[src/rtl/serial_sub.sv]
// serial_sub: bit-serial subtractor computing (a - b - bin) mod 2^WIDTH, LSB first.
// Ports:
//   clk   - clock, all state updates on the rising edge
//   rst   - asynchronous active-high reset
//   start - begin a subtraction (accepted only in IDLE)
//   a, b  - minuend and subtrahend, captured when start is accepted
//   bin   - borrow-in, captured when start is accepted
//   diff  - registered result, updated only on completion
//   bout  - registered final borrow-out, updated only on completion
//   busy  - high while bits are being processed
//   done  - one-cycle pulse when diff/bout hold a new result
module serial_sub #(
    parameter int WIDTH = 4
) (
    input  logic             clk,
    input  logic             rst,
    input  logic             start,
    input  logic [WIDTH-1:0] a,
    input  logic [WIDTH-1:0] b,
    input  logic             bin,
    output logic [WIDTH-1:0] diff,
    output logic             bout,
    output logic             busy,
    output logic             done
);
    localparam int CW = $clog2(WIDTH);
    localparam logic [CW-1:0] LAST = CW'(WIDTH - 1);

    typedef enum logic [1:0] {IDLE, RUN, DONE} state_t;

    state_t           state, state_next;
    logic [WIDTH-1:0] op_a, op_b, res;
    logic             br;
    logic [CW-1:0]    cnt;
    logic             d, br_next, last;

    assign d       = op_a[0] ^ op_b[0] ^ br;
    assign br_next = (~op_a[0] & op_b[0]) | (~(op_a[0] ^ op_b[0]) & br);
    assign last    = cnt == LAST;

    always_comb begin
        state_next = state;
        busy       = 1'b0;
        done       = 1'b0;
        case (state)
            IDLE:    state_next = start ? RUN : IDLE;
            RUN: begin
                busy       = 1'b1;
                state_next = last ? DONE : RUN;
            end
            DONE: begin
                done       = 1'b1;
                state_next = IDLE;
            end
            default: state_next = IDLE;
        endcase
    end

    always_ff @(posedge clk or posedge rst)
        if (rst) state <= IDLE;
        else     state <= state_next;

    always_ff @(posedge clk or posedge rst) begin
        if (rst) begin
            op_a <= '0;
            op_b <= '0;
            res  <= '0;
            br   <= 1'b0;
            cnt  <= '0;
            diff <= '0;
            bout <= 1'b0;
        end else if (state == IDLE && start) begin
            op_a <= a;
            op_b <= b;
            br   <= bin;
            cnt  <= '0;
        end else if (state == RUN) begin
            op_a <= op_a >> 1;
            op_b <= op_b >> 1;
            br   <= br_next;
            res  <= {d, res[WIDTH-1:1]};
            // the counter parks on the last index instead of wrapping; it is cleared on the next start
            if (last) begin
                diff <= {d, res[WIDTH-1:1]};
                bout <= br_next;
            end else begin
                cnt <= cnt + CW'(1);
            end
        end
    end
endmodule
[config.mk]
export PLATFORM = sky130hd
export DESIGN_NAME = serial_sub
export DESIGN_NICKNAME = d
export VERILOG_FILES = /design/src/rtl/serial_sub.sv
export SDC_FILE = /design/constraint.sdc
export NUM_CORES = 1
export LEC_CHECK = 0
export BUFFER_PORTS_ARGS = -buffer_cell sky130_fd_sc_hd__buf_4
export CORE_UTILIZATION = 53
export CTS_CLUSTER_DIAMETER = 40
export CTS_CLUSTER_SIZE = 30
export DETAILED_ROUTE_END_ITERATION = 16
export GPL_TIMING_DRIVEN = 0
export PLACE_DENSITY = 0.84
export REMOVE_ABC_BUFFERS = 1
export SKIP_LAST_GASP = 1
export SLEW_MARGIN = 20
export SYNTH_ARGS = -nofsm -noshare
export SYNTH_HDL_FRONTEND = slang
export SYNTH_SLANG_ARGS = --single-unit
[constraint.sdc]
create_clock -name clk -period 1.8 [get_ports clk]
set_input_delay 0.18 -clock clk [delete_from_list [all_inputs] [get_ports clk]]
set_output_delay 0.18 -clock clk [all_outputs]
set_load 0.01 [all_outputs]
==> flow_summary.yaml, run 1 <==
status:
  outcome: "complete, no violations"
route:
  vias_per_cell: 5.34
  drc: 0
  drt_iter0_drc: 6
  drt-pass1-iter-count: 4
  num_vias: 715
  drtAntennaViolNets: 0
  avgRoutedWirePerCell_um: 12.7
  wirelength_mm: 1.70
finish:
  final_common_cell: "dfrtp_1"
  mostFrequentLayoutCells: "19 x dfrtp_1, 18 x buf_4, 9 x inv_1, 9 x o21ai_0, 7 x a21oi_1"
  nNetsFinal: 125
  area_growth_syn_to_layout_pct: 13.7
  post-route-util_pct: 66.9
  drive_above_1_share_pct: 33.9
  diodes: 0
yosys:
  synth_area_per_cell_um2: 11.4
  synth-edff-count: 0
  ys_seq_elements: 21
  netlist_instances: 93
  syn_area_mm2: 0.00106
  synth_seq_area_share_pct: 49.5
  yosys-top-cells-area: "dfrtp_1 50%, o21ai_0 4.2%, mux2_2 4.2%"
  synth_top_area_share_pct: 49.5
  synth_top_area_cell: "dfrtp_1"
  postSynth.asyncResetShare_pct: 100
  synth_warnings: 0
  yosys.cell_types.count: 28
  ys.flop_type: "dfrtp_1"
sta:
  setup_viol: 0
  slew_viol_final: 0
  fin_skew_ns: 0.00344
  fmax_mhz: 661
  min_period_ns: 1.51
  slew_headroom_pct: 49.1
  totalNegativeSetupSlack_ns: 0
  worst_pin_slew_ns: 0.762
  grt_setup_unrepaired: "false"
  finalHoldViolCount: 0
  finalCritPeriodShare_pct: 84.0
clock_tree:
  clkTransAtPathRegs_ns: 0.11
  cts_buffer_depth: 2
  clock_sinks: 21
  cts_tree: "done"
  ctsHtreeMaxLevel: 1
  cts_made_buffers: 3
  cts_root_buffer: "clkbuf_4"
  insertion_delay_ns: 0.29
worst_setup_path:
  end_kind: "output port"
  critical_path_required_ns: 1.62
  critPathLaunchType: "flip-flop"
  crit_family: "flip-flops"
  cpPeakStageDelay_ns: 0.57
  path_cells: "nand2b_4 > inv_1 > buf_4"
  arrival_ns: 1.33
  critPathSlowestCell: "dfrtp_2"
  crit_type: "flip-flop to output port"
  worst-path-buf-inv: 2
  cp_max_fo: 19
flow_run:
  maxCapViolations: 0
power:
  leakagePower_nw: 0.574
  p_per_area_mw_per_mm2: 1670
  ir_drop_v: 0.000736
global_route:
  grt_max_degree: 22
  grt_pass1_wl_mm: 2.78
  antenna_found_initial: 0
  gr-total-overflow: 0
  grt.total_usage_pct: 18.0
  grt_pass1_vias: 650
placed_design:
  numPortBuffers: 18
  gp_congestion: 0.725
  post-dp-hpwl_mm: 1.22
die:
  die_x_um: 46.7
  num_rows: 15
  start_util_pct: 58.9
  coreArea_mm2: 0.00180
  die_y_um: 46.7
  die_area_mm2: 0.00218
  ioPinCount: 19
hold_path:
  worstHoldPathType: "input port to async pin"
-- registers in the layout (all words and copies together) (netlist names) --
| signal | flops |
|---|---|
| op_a | 4 |
| bout | 1 |
| state | 2 |
| br | 1 |
| res | 3 |
| op_b | 4 |
| cnt | 2 |
| diff | 4 |
-- layout make-up --
cell class,count,area (um^2)
Fill cell,158,596
Sequential cell,21,528
Multi-Input combinational cell,57,450
Timing Repair Buffer,18,135
Inverter,9,33.8
Tap cell,25,31.3
Clock buffer,3,22.5
Clock inverter,1,5.00
-- logic make-up after synthesis --
kind of cell / after synthesis / synth area share, %
compound gates: 24 / 14.4
simple gates: 23 / 15.3
flops: 21 / 49.5
buf+inv: 15 / 8.02
mux: 7 / 8.49
fa+ha+maj: 3 / 4.24
-- through the flow --
| stage | instance area [um^2] | instances | setup WS [ns] | hold WS (ns) | power, mW |
|---|---|---|---|---|---|
| after global routing | 1210 | 134 | 0.208 | 0.0761 | 2.20 |
| after global placement | 1180 | 130 | 0.383 | 0.358 | 1.77 |
| after detailed placement | 1180 | 130 | 0.354 | 0.374 | 1.82 |
| after floorplan | 1010 | 87 | 0.536 | 0.157 | 1.54 |
| after CTS | 1200 | 134 | 0.0843 | 0.0404 | 2.03 |
| final | 1210 | 134 | 0.287 | 0.0101 | 2.02 |
-- power breakdown --
group / total, mW / internal (mW) / switching [mW]
sequential: 0.925 / 0.700 / 0.224
clock: 0.219 / 0.0826 / 0.136
combinational: 0.875 / 0.508 / 0.367
total: 2.02 / 1.29 / 0.728
-- what timing repair did --
action                     in CTS  in global routing
setup endpoints to repair       0                  1
setup buffers                   0                  0
gates resized for setup         0                  2
hold buffers                    0                  0
-- per-layer routing --
metal / GRT usage, % / vias to the layer above / part of all wire [%]
met5: 0 / - / 0
met4: 3.43 / 0 / 0
met3: 4.62 / 0 / 3.4
met2: 30.6 / 17 / 51
met1: 23.3 / 346 / 45
li1: - / 352 / -
-- cells in the mapped netlist, types with 3 or more instances --
master / number
a21oi_1: 7
buf_6: 3
dfrtp_1: 21
inv_1: 9
mux2_2: 4
mux2_4: 3
nand2_1: 4
nor2_1: 3
nor2b_1: 3
nor3b_1: 4
o21ai_0: 9
o22a_1: 4
-- final timing paths --
check,from,to,slack (ns),depth (start not counted)
min in group clk,a[3],op_a[3],0.14,3
min reg2reg,bout,bout,0.52,2
max in group asynchronous,rst,state[0],1.27,2
max reg2reg,cnt[0],diff[1],0.48,3
max,state[1],busy,0.29,3
min,rst,res[1],0.01,2
-- worst register-to-register path, stage by stage, from the launching register on --
cell and delay, ns:
dfrtp_1 0.44, ha_1 0.29, nand3b_4 0.14, mux2_2 0.34
No activity file was read; power rests on OpenSTA's default activity.
==> inputs of run 2 (changes only) <==
==> constraint.sdc (replaced) <==
create_clock -name clk -period 1.5 [get_ports clk]
set_input_delay 0.15 -clock clk [delete_from_list [all_inputs] [get_ports clk]]
set_output_delay 0.15 -clock clk [all_outputs]
set_load 0.01 [all_outputs]
==> flow_summary.yaml, run 2 (synthesized netlist as in run 1, its figures left out) <==
status:
  violations: "negative hold slack"
  outcome: "finished with violations"
clock_tree:
  clkTransAtPathRegs_ns: 0.11
  insertion_delay_ns: 0.29
  clock_sinks: 21
  ctsHoldBuffers: 0
  cts_tree: "done"
  ctsHtreeMaxLevel: 1
  cts_root_buffer: "clkbuf_4"
  cts_buffer_depth: 2
  cts_made_buffers: 3
worst_setup_path:
  end_kind: "output port"
  critical_path_required_ns: 1.35
  arrival_ns: 1.27
  crit_type: "flip-flop to output port"
  startpoint: "state[0]"
  cp_max_fo: 18
  critPathLaunchType: "flip-flop"
  timing.rr.start: "cnt[0]"
route:
  avgRoutedWirePerCell_um: 13.0
  drt-pass1-iter-count: 4
  num_vias: 720
  drt_iter0_drc: 8
  vias_per_cell: 5.26
  drc: 0
  drtAntennaViolNets: 0
  wirelength_mm: 1.78
power:
  p_int_mw: 1.60
  ir_drop_v: 0.000931
  p_per_area_mw_per_mm2: 2000
  pwr-share-clk_pct: 10.6
  leakagePower_nw: 0.593
  power.switching_uw: 895
  share_comb_of_total_power_pct: 45.3
  p_seq_share_pct: 44.1
  sw_frac_of_total_pct: 35.9
sta:
  slew_viol_final: 0
  setup_viol: 0
  finalCritPeriodShare_pct: 94.7
  finalHoldViolCount: 21
  fin_skew_ns: 0.00253
  grt_setup_unrepaired: "false"
  totalNegativeSetupSlack_ns: 0
  slew_headroom_pct: 49.1
  min_period_ns: 1.42
  hold-worst-slack_ns: -0.0214
  worst_pin_slew_ns: 0.763
  fmax_mhz: 704
die:
  die_y_um: 46.7
  coreArea_mm2: 0.00180
  num_rows: 15
  ioPinCount: 19
  start_util_pct: 58.9
  die_area_mm2: 0.00218
  die_x_um: 46.7
global_route:
  grt_max_degree: 22
  grt.total_usage_pct: 18.8
  gr-total-overflow: 0
  grt_pass1_vias: 658
  grt_pass1_wl_mm: 2.86
  antenna_found_initial: 0
finish:
  reg_top3: "diff: 4 flops, op_a: 4 flops, op_b: 4 flops"
  post-route-util_pct: 69.0
  final_common_cell: "buf_4"
  mostFrequentLayoutCells: "20 x buf_4, 19 x dfrtp_1, 9 x inv_1, 9 x o21ai_0, 7 x a21oi_1"
  drive_above_1_share_pct: 35.7
  nNetsFinal: 128
  area_growth_syn_to_layout_pct: 17.2
  diodes: 0
placed_design:
  numPortBuffers: 18
  gp_congestion: 0.725
  post-dp-hpwl_mm: 1.22
flow_run:
  maxCapViolations: 0
hold_path:
  worstHoldPathType: "input port to async pin"
==> run 2: cell types whose count changed in the layout (fill, tap and decap cells not counted) <==
cell and delta:
dfrtp_2 -1, buf_4 +2, buf_12 +1, dfrtp_4 +1
==> run 2: final timing paths <==
| path | end | slack, ns | cells past startpoint |
|---|---|---|---|
| setup / recovery | busy | 0.08 | 3 |
| hold reg to reg | bout | 0.52 | 2 |
| max in group asynchronous | state[0] | 0.97 | 2 |
| hold / removal | res[1] | -0.02 | 2 |
| min in group clk | op_a[3] | 0.11 | 3 |
| setup reg to reg | diff[1] | 0.17 | 3 |
==> run 2: what timing repair did <==
action                                  in CTS  in global routing
buffers inserted                             0                  3
resized for setup                            2                  1
endpoints found under the setup margin       2                  1
==> run 2: final cells by class <==
| cell class | instances | area [um^2] |
|---|---|---|
| clock buffer | 3 | 22.5 |
| timing repair buffer | 21 | 170 |
| sequential | 21 | 531 |
| tap | 25 | 31.3 |
| inverter | 9 | 33.8 |
| clock inverter | 1 | 5.00 |
| fill | 154 | 558 |
| multi-input combinational | 57 | 450 |
==> run 2: stage by stage <==
stage / setup WS [ns] / hold WS, ns / instance area [um^2] / power, mW / std cells
finish: 0.0792 / -0.0214 / 1240 / 2.49 / 137
CTS: 0.00575 / 0.0103 / 1210 / 2.45 / 134
detailed placement: 0.0543 / 0.344 / 1180 / 2.18 / 130
global placement: 0.0827 / 0.328 / 1180 / 2.13 / 130
floorplan: 0.236 / 0.127 / 1010 / 1.84 / 87
global route: 0.00465 / 0.0462 / 1240 / 2.71 / 137
==> run 2: critical path, stage by stage (launching register included) <==
cell	delay, ns
dfrtp_4	0.60
nand2b_4	0.16
inv_1	0.07
buf_4	0.14
==> run 2: layer usage <==
| layer | wire [um] | share of wire [%] | global-route usage, % |
|---|---|---|---|
| met2 | 885 | 50 | 32.8 |
| met4 | 10 | 0.56 | 3.43 |
| met1 | 816 | 46 | 23.8 |
| met5 | 0 | 0 | 0 |
| met3 | 67 | 3.8 | 4.62 |
==> run 2: power by group through the flow <==
stage	combinational (mW)	clock, mW	sequential, mW
after detailed placement	1.06	0	1.12
final	1.13	0.265	1.10
after floorplan	0.756	0	1.09
after global routing	1.27	0.300	1.14
after global placement	1.02	0	1.11
after CTS	1.06	0.272	1.11
